--- src/rtl/acc_int_add_pkg.sv ---
// Shared constants for the registered integer adder.
package acc_int_add_pkg;

  localparam int CLA_W               = 4;
  localparam int DEFAULT_OP_BITWIDTH = 32;

endpackage

--- src/rtl/acc_int_add_cla4.sv ---
// 4-bit carry-lookahead group: purely combinational, no state, no flow control.
module acc_int_add_cla4
  import acc_int_add_pkg::*;
(
  input  logic [CLA_W-1:0] a,
  input  logic [CLA_W-1:0] b,
  input  logic             cin,
  output logic [CLA_W-1:0] s,
  output logic             cout
);

  logic [CLA_W-1:0] g;
  logic [CLA_W-1:0] p;
  logic [CLA_W-1:0] cy;

  assign g = a & b;
  assign p = a ^ b;

  // Every internal carry is expanded from cin directly rather than rippled.
  assign cy[0] = cin;
  assign cy[1] = g[0] | (p[0] & cin);
  assign cy[2] = g[1] | (p[1] & g[0]) | (p[1] & p[0] & cin);
  assign cy[3] = g[2] | (p[2] & g[1]) | (p[2] & p[1] & g[0])
               | (p[2] & p[1] & p[0] & cin);
  assign cout  = g[3] | (p[3] & g[2]) | (p[3] & p[2] & g[1])
               | (p[3] & p[2] & p[1] & g[0]) | (p[3] & p[2] & p[1] & p[0] & cin);

  assign s = p ^ cy;

endmodule

--- src/rtl/acc_int_add.sv ---
// Registered modular adder c = (a + b) mod 2^OP_BITWIDTH built from chained CLA groups.
// Latency 1 cycle, one result per cycle; no handshake, inputs consumed every cycle.
module acc_int_add
  import acc_int_add_pkg::*;
#(
  parameter int OP_BITWIDTH = DEFAULT_OP_BITWIDTH
) (
  input  logic                   clk,
  input  logic                   rst,
  input  logic [OP_BITWIDTH-1:0] a,
  input  logic [OP_BITWIDTH-1:0] b,
  output logic [OP_BITWIDTH-1:0] c
);

  localparam int NG = (OP_BITWIDTH + CLA_W - 1) / CLA_W;
  localparam int PW = NG * CLA_W;

  logic [PW-1:0]          a_pad;
  logic [PW-1:0]          b_pad;
  logic [PW-1:0]          s_pad;
  logic [NG:0]            carry;
  logic [OP_BITWIDTH-1:0] c_d;
  logic [OP_BITWIDTH-1:0] c_q;

  // Zero padding keeps the spare top lanes defined; their sum bits are dropped.
  assign a_pad    = PW'(a);
  assign b_pad    = PW'(b);
  assign carry[0] = 1'b0;

  for (genvar gi = 0; gi < NG; gi++) begin : g_cla
    acc_int_add_cla4 u_cla4 (
      .a    (a_pad[gi*CLA_W +: CLA_W]),
      .b    (b_pad[gi*CLA_W +: CLA_W]),
      .cin  (carry[gi]),
      .s    (s_pad[gi*CLA_W +: CLA_W]),
      .cout (carry[gi+1])
    );
  end

  assign c_d = s_pad[OP_BITWIDTH-1:0];

  // Final carry-out and padded sum lanes are intentionally discarded.
  logic          unused_carry;
  logic [PW-1:0] unused_pad;
  assign unused_carry = carry[NG];
  assign unused_pad   = s_pad;

  always_ff @(posedge clk) begin
    if (rst) begin
      c_q <= '0;
    end else begin
      c_q <= c_d;
    end
  end

  assign c = c_q;

endmodule

--- config.mk ---
export PLATFORM = sky130hd
export DESIGN_NAME = acc_int_add
export DESIGN_NICKNAME = d
export VERILOG_FILES = /design/src/rtl/acc_int_add_pkg.sv /design/src/rtl/acc_int_add_cla4.sv /design/src/rtl/acc_int_add.sv
export SDC_FILE = /design/constraint.sdc
export NUM_CORES = 1
export LEC_CHECK = 0
export ABC_CLOCK_PERIOD_IN_PS = 2900
export CORE_MARGIN = 5
export CORE_UTILIZATION = 37
export CTS_BUF_LIST = sky130_fd_sc_hd__clkbuf_16
export CTS_CLUSTER_SIZE = 10
export DETAILED_ROUTE_END_ITERATION = 8
export PLACE_DENSITY = 0.81
export SLEW_MARGIN = 20
export SYNTH_ARGS = -nofsm -noshare
export SYNTH_HDL_FRONTEND = slang
export SYNTH_SLANG_ARGS = --single-unit
--- constraint.sdc ---
create_clock -name clk -period 2.9 [get_ports clk]
set_input_delay 0.725 -clock clk [delete_from_list [all_inputs] [get_ports clk]]
set_output_delay 0.725 -clock clk [all_outputs]
set_load 0.01 [all_outputs]
==> results of run 1 <==
cells by family (layout without fill, tap and decap cells):
| kind of cell | after synthesis | in the layout | share of synthesized area [%] |
|---|---|---|---|
| compound gates | 43 | 43 | 14.4 |
| xor+xnor | 21 | 21 | 9.12 |
| fa+ha+maj | 39 | 39 | 27.2 |
| buf+inv | 8 | 160 | 1.86 |
| flops | 32 | 32 | 31.8 |
| mux | 1 | 1 | 0.558 |
| simple gates | 62 | 62 | 15.1 |
per-layer routing:
metal / up-vias / wire, microns
li1: 1028 / -
met1: 986 / 2330
met2: 68 / 3580
met3: 16 / 312
met4: 0 / 162
met5: - / 0
cells in the mapped netlist, types with 3 or more instances:
cell / n
a21o_1: 6
nor2b_1: 11
xor2_1: 4
nor2_1: 25
xnor2_1: 17
inv_1: 5
ha_1: 31
nand3_1: 6
nand4_1: 5
o21ai_0: 4
o21ai_1: 3
nor3_1: 5
nand2_1: 3
dfxtp_1: 32
a21oi_1: 15
fa_1: 8
worst paths after layout:
path | start | end | slack [ns]
worst max-delay path | a[0] | c[28] | 0.08
worst min-delay path | b[0] | c[0] | 0.84
final cells by class:
class / instances / area, sq um
timing repair buffer: 148 / 1240
tap: 70 / 87.6
sequential: 32 / 641
inverter: 5 / 18.8
clock buffer: 5 / 125
fill: 372 / 1360
multi-input combinational: 166 / 1720
clock inverter: 2 / 7.51
through the flow:
step	area, sq um	hold slack, ns
finish	3850	0.838
global route	3850	0.859
CTS	3800	0.921
detailed placement	3400	1.44
global placement	3400	1.43
floorplan	2060	0.797
repair_timing:
| item | 4_1_cts | 5_1_grt |
|---|---|---|
| endpoints found under the setup margin | 14 | 12 |
| gates resized for setup | 105 | 49 |
| buffers inserted | 8 | 3 |
| pin swaps | 38 | 36 |
power by group:
group,internal [W],switching (W),total (W)
combinational,0.000404,0.000288,0.000693
sequential,0.000501,0.0000162,0.000518
clock,0.000306,0.000173,0.000479
critical path, cell delays in order:
cell,delay (ns)
clkdlybuf4s50_1,0.41
ha_2,0.20
a41oi_4,0.20
o21ai_4,0.10
nand4_1,0.16
o311ai_4,0.13
o21ai_2,0.19
o21ai_2,0.07
a21o_1,0.20
fa_2,0.51
nor2b_1,0.12
==> out/results.ini, run 1 <==
[global_route]
use_met3_pct = 3.65
use_met1_pct = 17.8
use_met2_pct = 35.7
gr-total-overflow = 0
grt_pass1_vias = 2326
grt_pass1_wl_mm = 10.3
grt_use_total_pct = 18.0
grt_antenna_before_repair = 0
grt_busiest_layer = met2
grt_start_max_net_pins = 23

[yosys]
postSynthAreaPerCell_sq_um = 9.79
ys_seq_area_share_pct = 31.8
syn-num-nets = 311
async_reset_ff_share_pct = 0
synth_cells = 206
synth_edf_count = 0
yosysTopAreaCell = dfxtp_1
synthFlopType = dfxtp_1
ys.warnings.count = 0
synthTopCellsByArea = dfxtp_1 32%, ha_1 19%, fa_1 7.9%
ys_ff_latch = 32
syn_area_sq_um = 2020
yosysUniqueCellTypes = 37
synth.top_cell.area_share_pct = 31.8

[finish]
final-instance-count-excl-fill = 428
final_util_pct = 73.9
largest_reg_flops = 32
nets = 463
final_cell_mix = 54 x clkdlybuf4s50_1, 49 x buf_4, 32 x dfxtp_1, 24 x nor2_1, 18 x ha_4
final_common_cell = clkdlybuf4s50_1
drive_above_1_share_pct = 36.3
syn_to_final_growth_pct = 90.7
diodes = 0

[clock_network]
path_clk_slew_ns = 0.05
cts_tree = yes
numCtsBuffers = 5
clock_path_buffers = 2
cts.sinks = 32
hold_buffers = 0
htreeDepth = 2
cts-root-buf = clkbuf_16

[worst_setup_path]
crit_type = input port to flip-flop
end_kind = flip-flop
crit_fanout = 4
required_ns = 3.11
worstPathArrival_ns = 3.02
cp-start-kind = input port

[timing]
period_minus_slack_ns = 2.82
worstMarginPinSlew_ns = 0.436
slew_headroom_pct = 70.8
worst_slack_ns = 0.0828
hold_viol = 0
setup_tns_ns = 0
setup_viol = 0
maxSlewViolCount = 0
max_freq_mhz = 355
timing.final.crit_share_pct = 97.1

[place]
dp.cells = 410
hpwl_mm = 4.77
gp_congestion = 0.795
pre_cts_ws_ns = -0.631
port_buffers = 97

[die]
num_rows = 26
coreArea_sq_um = 5200
ios = 98
initial_core_util_pct = 38.7
dieWidth_microns = 83.8
die_height_microns = 83.8
dieArea_sq_um = 7030

[drt]
first_pass_iters = 4
via_count = 2098
ant_nets = 0
wl_per_cell_microns = 14.9
drc_errors = 0
post_drt_via_cell_ratio = 4.90
wirelength_mm = 6.39
drt-initial-drc-count = 34

[hold_path]
min_path_cells = 3
min_path_type = input port to flip-flop

[flow_run]
drv_cap = 0

[power_and_ir_drop]
vdd_drop_max_uv = 340
p_leak_nw = 1.65
power_w = 0.00169
power_density_nw_per_um2 = 439

[status]
status = finished clean

(Power assumes the default switching activity.)
==> run 2, diff against run 1 <==
--- a/config.mk
+++ b/config.mk
@@ -8,7 +8,6 @@
 export ABC_CLOCK_PERIOD_IN_PS = 2900
 export CORE_MARGIN = 5
 export CORE_UTILIZATION = 37
-export CTS_BUF_LIST = sky130_fd_sc_hd__clkbuf_16
 export CTS_CLUSTER_SIZE = 10
 export DETAILED_ROUTE_END_ITERATION = 8
 export PLACE_DENSITY = 0.81
==> constraint.sdc (replaced) <==
create_clock -name clk -period 2.9 [get_ports clk]
set_input_delay 0.58 -clock clk [delete_from_list [all_inputs] [get_ports clk]]
set_output_delay 0.58 -clock clk [all_outputs]
set_load 0.01 [all_outputs]
==> run 2 against run 1 <==
  * Sequential power is essentially flat
  * Non-clock buffer count grew 3
  * Highest routed layer unchanged
  * Combinational power grew 0.7%
  * Critical path depth is the same
  * Via count shrank 0.95%
  * Utilization grew 1.3 points
  * Largest cell class unchanged
  * Clock power shrank 10%
  * Critical path type unchanged
==> out/results.ini, run 2 (synthesized netlist as in run 1, its figures left out) <==
[status]
status = finished clean

[worst_setup_path]
crit_fanout = 3
critical_path.endpoint = c[28]
worstSetupStartpoint = b[19]
required_ns = 3.11
crit_type = input port to flip-flop
cp-start-kind = input port
end_kind = flip-flop
worstPathArrival_ns = 3.04

[die]
num_rows = 26
initial_core_util_pct = 38.7
coreArea_sq_um = 5200
dieWidth_microns = 83.8
die_height_microns = 83.8
ios = 98
dieArea_sq_um = 7030

[drt]
wirelength_mm = 6.39
wl_per_cell_microns = 14.8
drc_errors = 0
drt-initial-drc-count = 50
ant_nets = 0
post_drt_via_cell_ratio = 4.81
via_count = 2078
first_pass_iters = 4

[clock_network]
clock_path_buffers = 2
path_clk_slew_ns = 0.08
hold_buffers = 0
cts-root-buf = clkbuf_8
htreeDepth = 2
cts_tree = yes
numCtsBuffers = 5
cts.sinks = 32

[place]
hpwl_mm = 4.47
port_buffers = 97
gp_congestion = 0.800
placed_cell_area_sq_um = 3380

[hold_path]
min_path_cells = 3
min_path_type = input port to flip-flop

[finish]
nets = 466
fin_area_sq_um = 3920
largest_reg_flops = 32
diodes = 0
drive_above_1_share_pct = 29.0
final_common_cell = clkdlybuf4s50_1
syn_to_final_growth_pct = 94.2
final_cell_mix = 63 x clkdlybuf4s50_1, 52 x buf_4, 32 x dfxtp_1, 25 x nor2_1, 17 x xnor2_1
fill_cells = 360
final_util_pct = 75.2

[timing]
hold_viol = 0
slew_headroom_pct = 75.5
maxSlewViolCount = 0
setup_viol = 0
setup_tns_ns = 0
worstMarginPinSlew_ns = 0.368
max_freq_mhz = 354
period_minus_slack_ns = 2.83
timing.final.crit_share_pct = 97.5

[global_route]
grt_pass1_vias = 2172
use_met2_pct = 31.2
grt_start_max_net_pins = 34
use_met1_pct = 18.5
grt_use_total_pct = 16.6
grt_antenna_before_repair = 0
gr-total-overflow = 0
use_met3_pct = 2.76
grt_busiest_layer = met2
grt_pass1_wl_mm = 9.67

[power_and_ir_drop]
power_density_nw_per_um2 = 419
p_leak_nw = 1.78
vdd_drop_max_uv = 243

[flow_run]
drv_cap = 0

==> run 2: cell count changes in the layout (fill, tap and decap cells not counted), sizes merged <==
cell / previous run / this run
buf: 58 / 54
bufinv: 0 / 1
clkinv: 2 / 1
clkdlybuf4s50: 54 / 63
clkdlybuf4s15: 5 / 2
clkinvlp: 0 / 1
dlygate4sd2: 12 / 16
dlymetal6s2s: 2 / 16
clkbuf: 22 / 5
==> run 2: final cells by class <==
| cell class | instances | area, sq um | share of cell area [%] |
|---|---|---|---|
| clock inverters | 3 | 42.5 | 1.09 |
| repair buffers | 151 | 1400 | 35.8 |
| flip-flops and latches | 32 | 641 | 16.4 |
| clock buffers | 5 | 68.8 | 1.76 |
| well taps | 70 | 87.6 | 2.24 |
| inverters | 5 | 18.8 | 0.479 |
| multi-input cells | 166 | 1650 | 42.2 |
==> run 2: worst min path at each step <==
stage	from	to	slack, ns
after floorplan	rst	c[12]	0.65
after global placement	b[0]	c[0]	1.29
after detailed placement	b[0]	c[0]	1.32
after CTS	a[7]	c[7]	0.89
after global routing	a[4]	c[4]	0.81
final	a[4]	c[4]	0.79
==> run 2: layer usage <==
layer  part of all wire (%)  routed length, microns  vias to the layer above
met5                      0                       0                        -
met4                    2.1                     136                        0
met3                    4.2                     270                       11
met2                     55                    3510                       65
met1                     39                    2480                      965
li1                       -                       -                     1037
==> run 2: critical path: stages <==
cell           delay, ns
dlygate4sd2_1       0.26
ha_4                0.25
a21o_2              0.20
a31oi_4             0.16
o221ai_2            0.14
or3_1               0.40
o21ai_2             0.17
o21ai_2             0.07
a21o_1              0.20
fa_2                0.51
nor2b_1             0.11
==> run 2: power breakdown <==
part	switching (W)	leakage (nW)	total [W]	internal [W]
registers	0.0000155	0.267	0.000515	0.000500
logic	0.000285	1.46	0.000698	0.000413
clock network	0.000175	0.0541	0.000430	0.000254
==> run 2: stage by stage <==
step	hold slack [ns]	total power (W)	setup WS, ns	std cells
finish	0.785	0.00164	0.0731	432
detailed placement	1.32	0.00113	-0.553	413
global placement	1.29	0.00112	-0.485	413
floorplan	0.652	0.000797	0.0139	206
global route	0.810	0.00174	-0.0315	432
CTS	0.891	0.00161	0.000362	429
==> run 2: what timing repair did <==
| action | in CTS | in global routing |
|---|---|---|
| gates resized for setup | 49 | 31 |
| setup buffers | 8 | 3 |
| pin swaps | 26 | 23 |
| endpoints found under the setup margin | 9 | 10 |
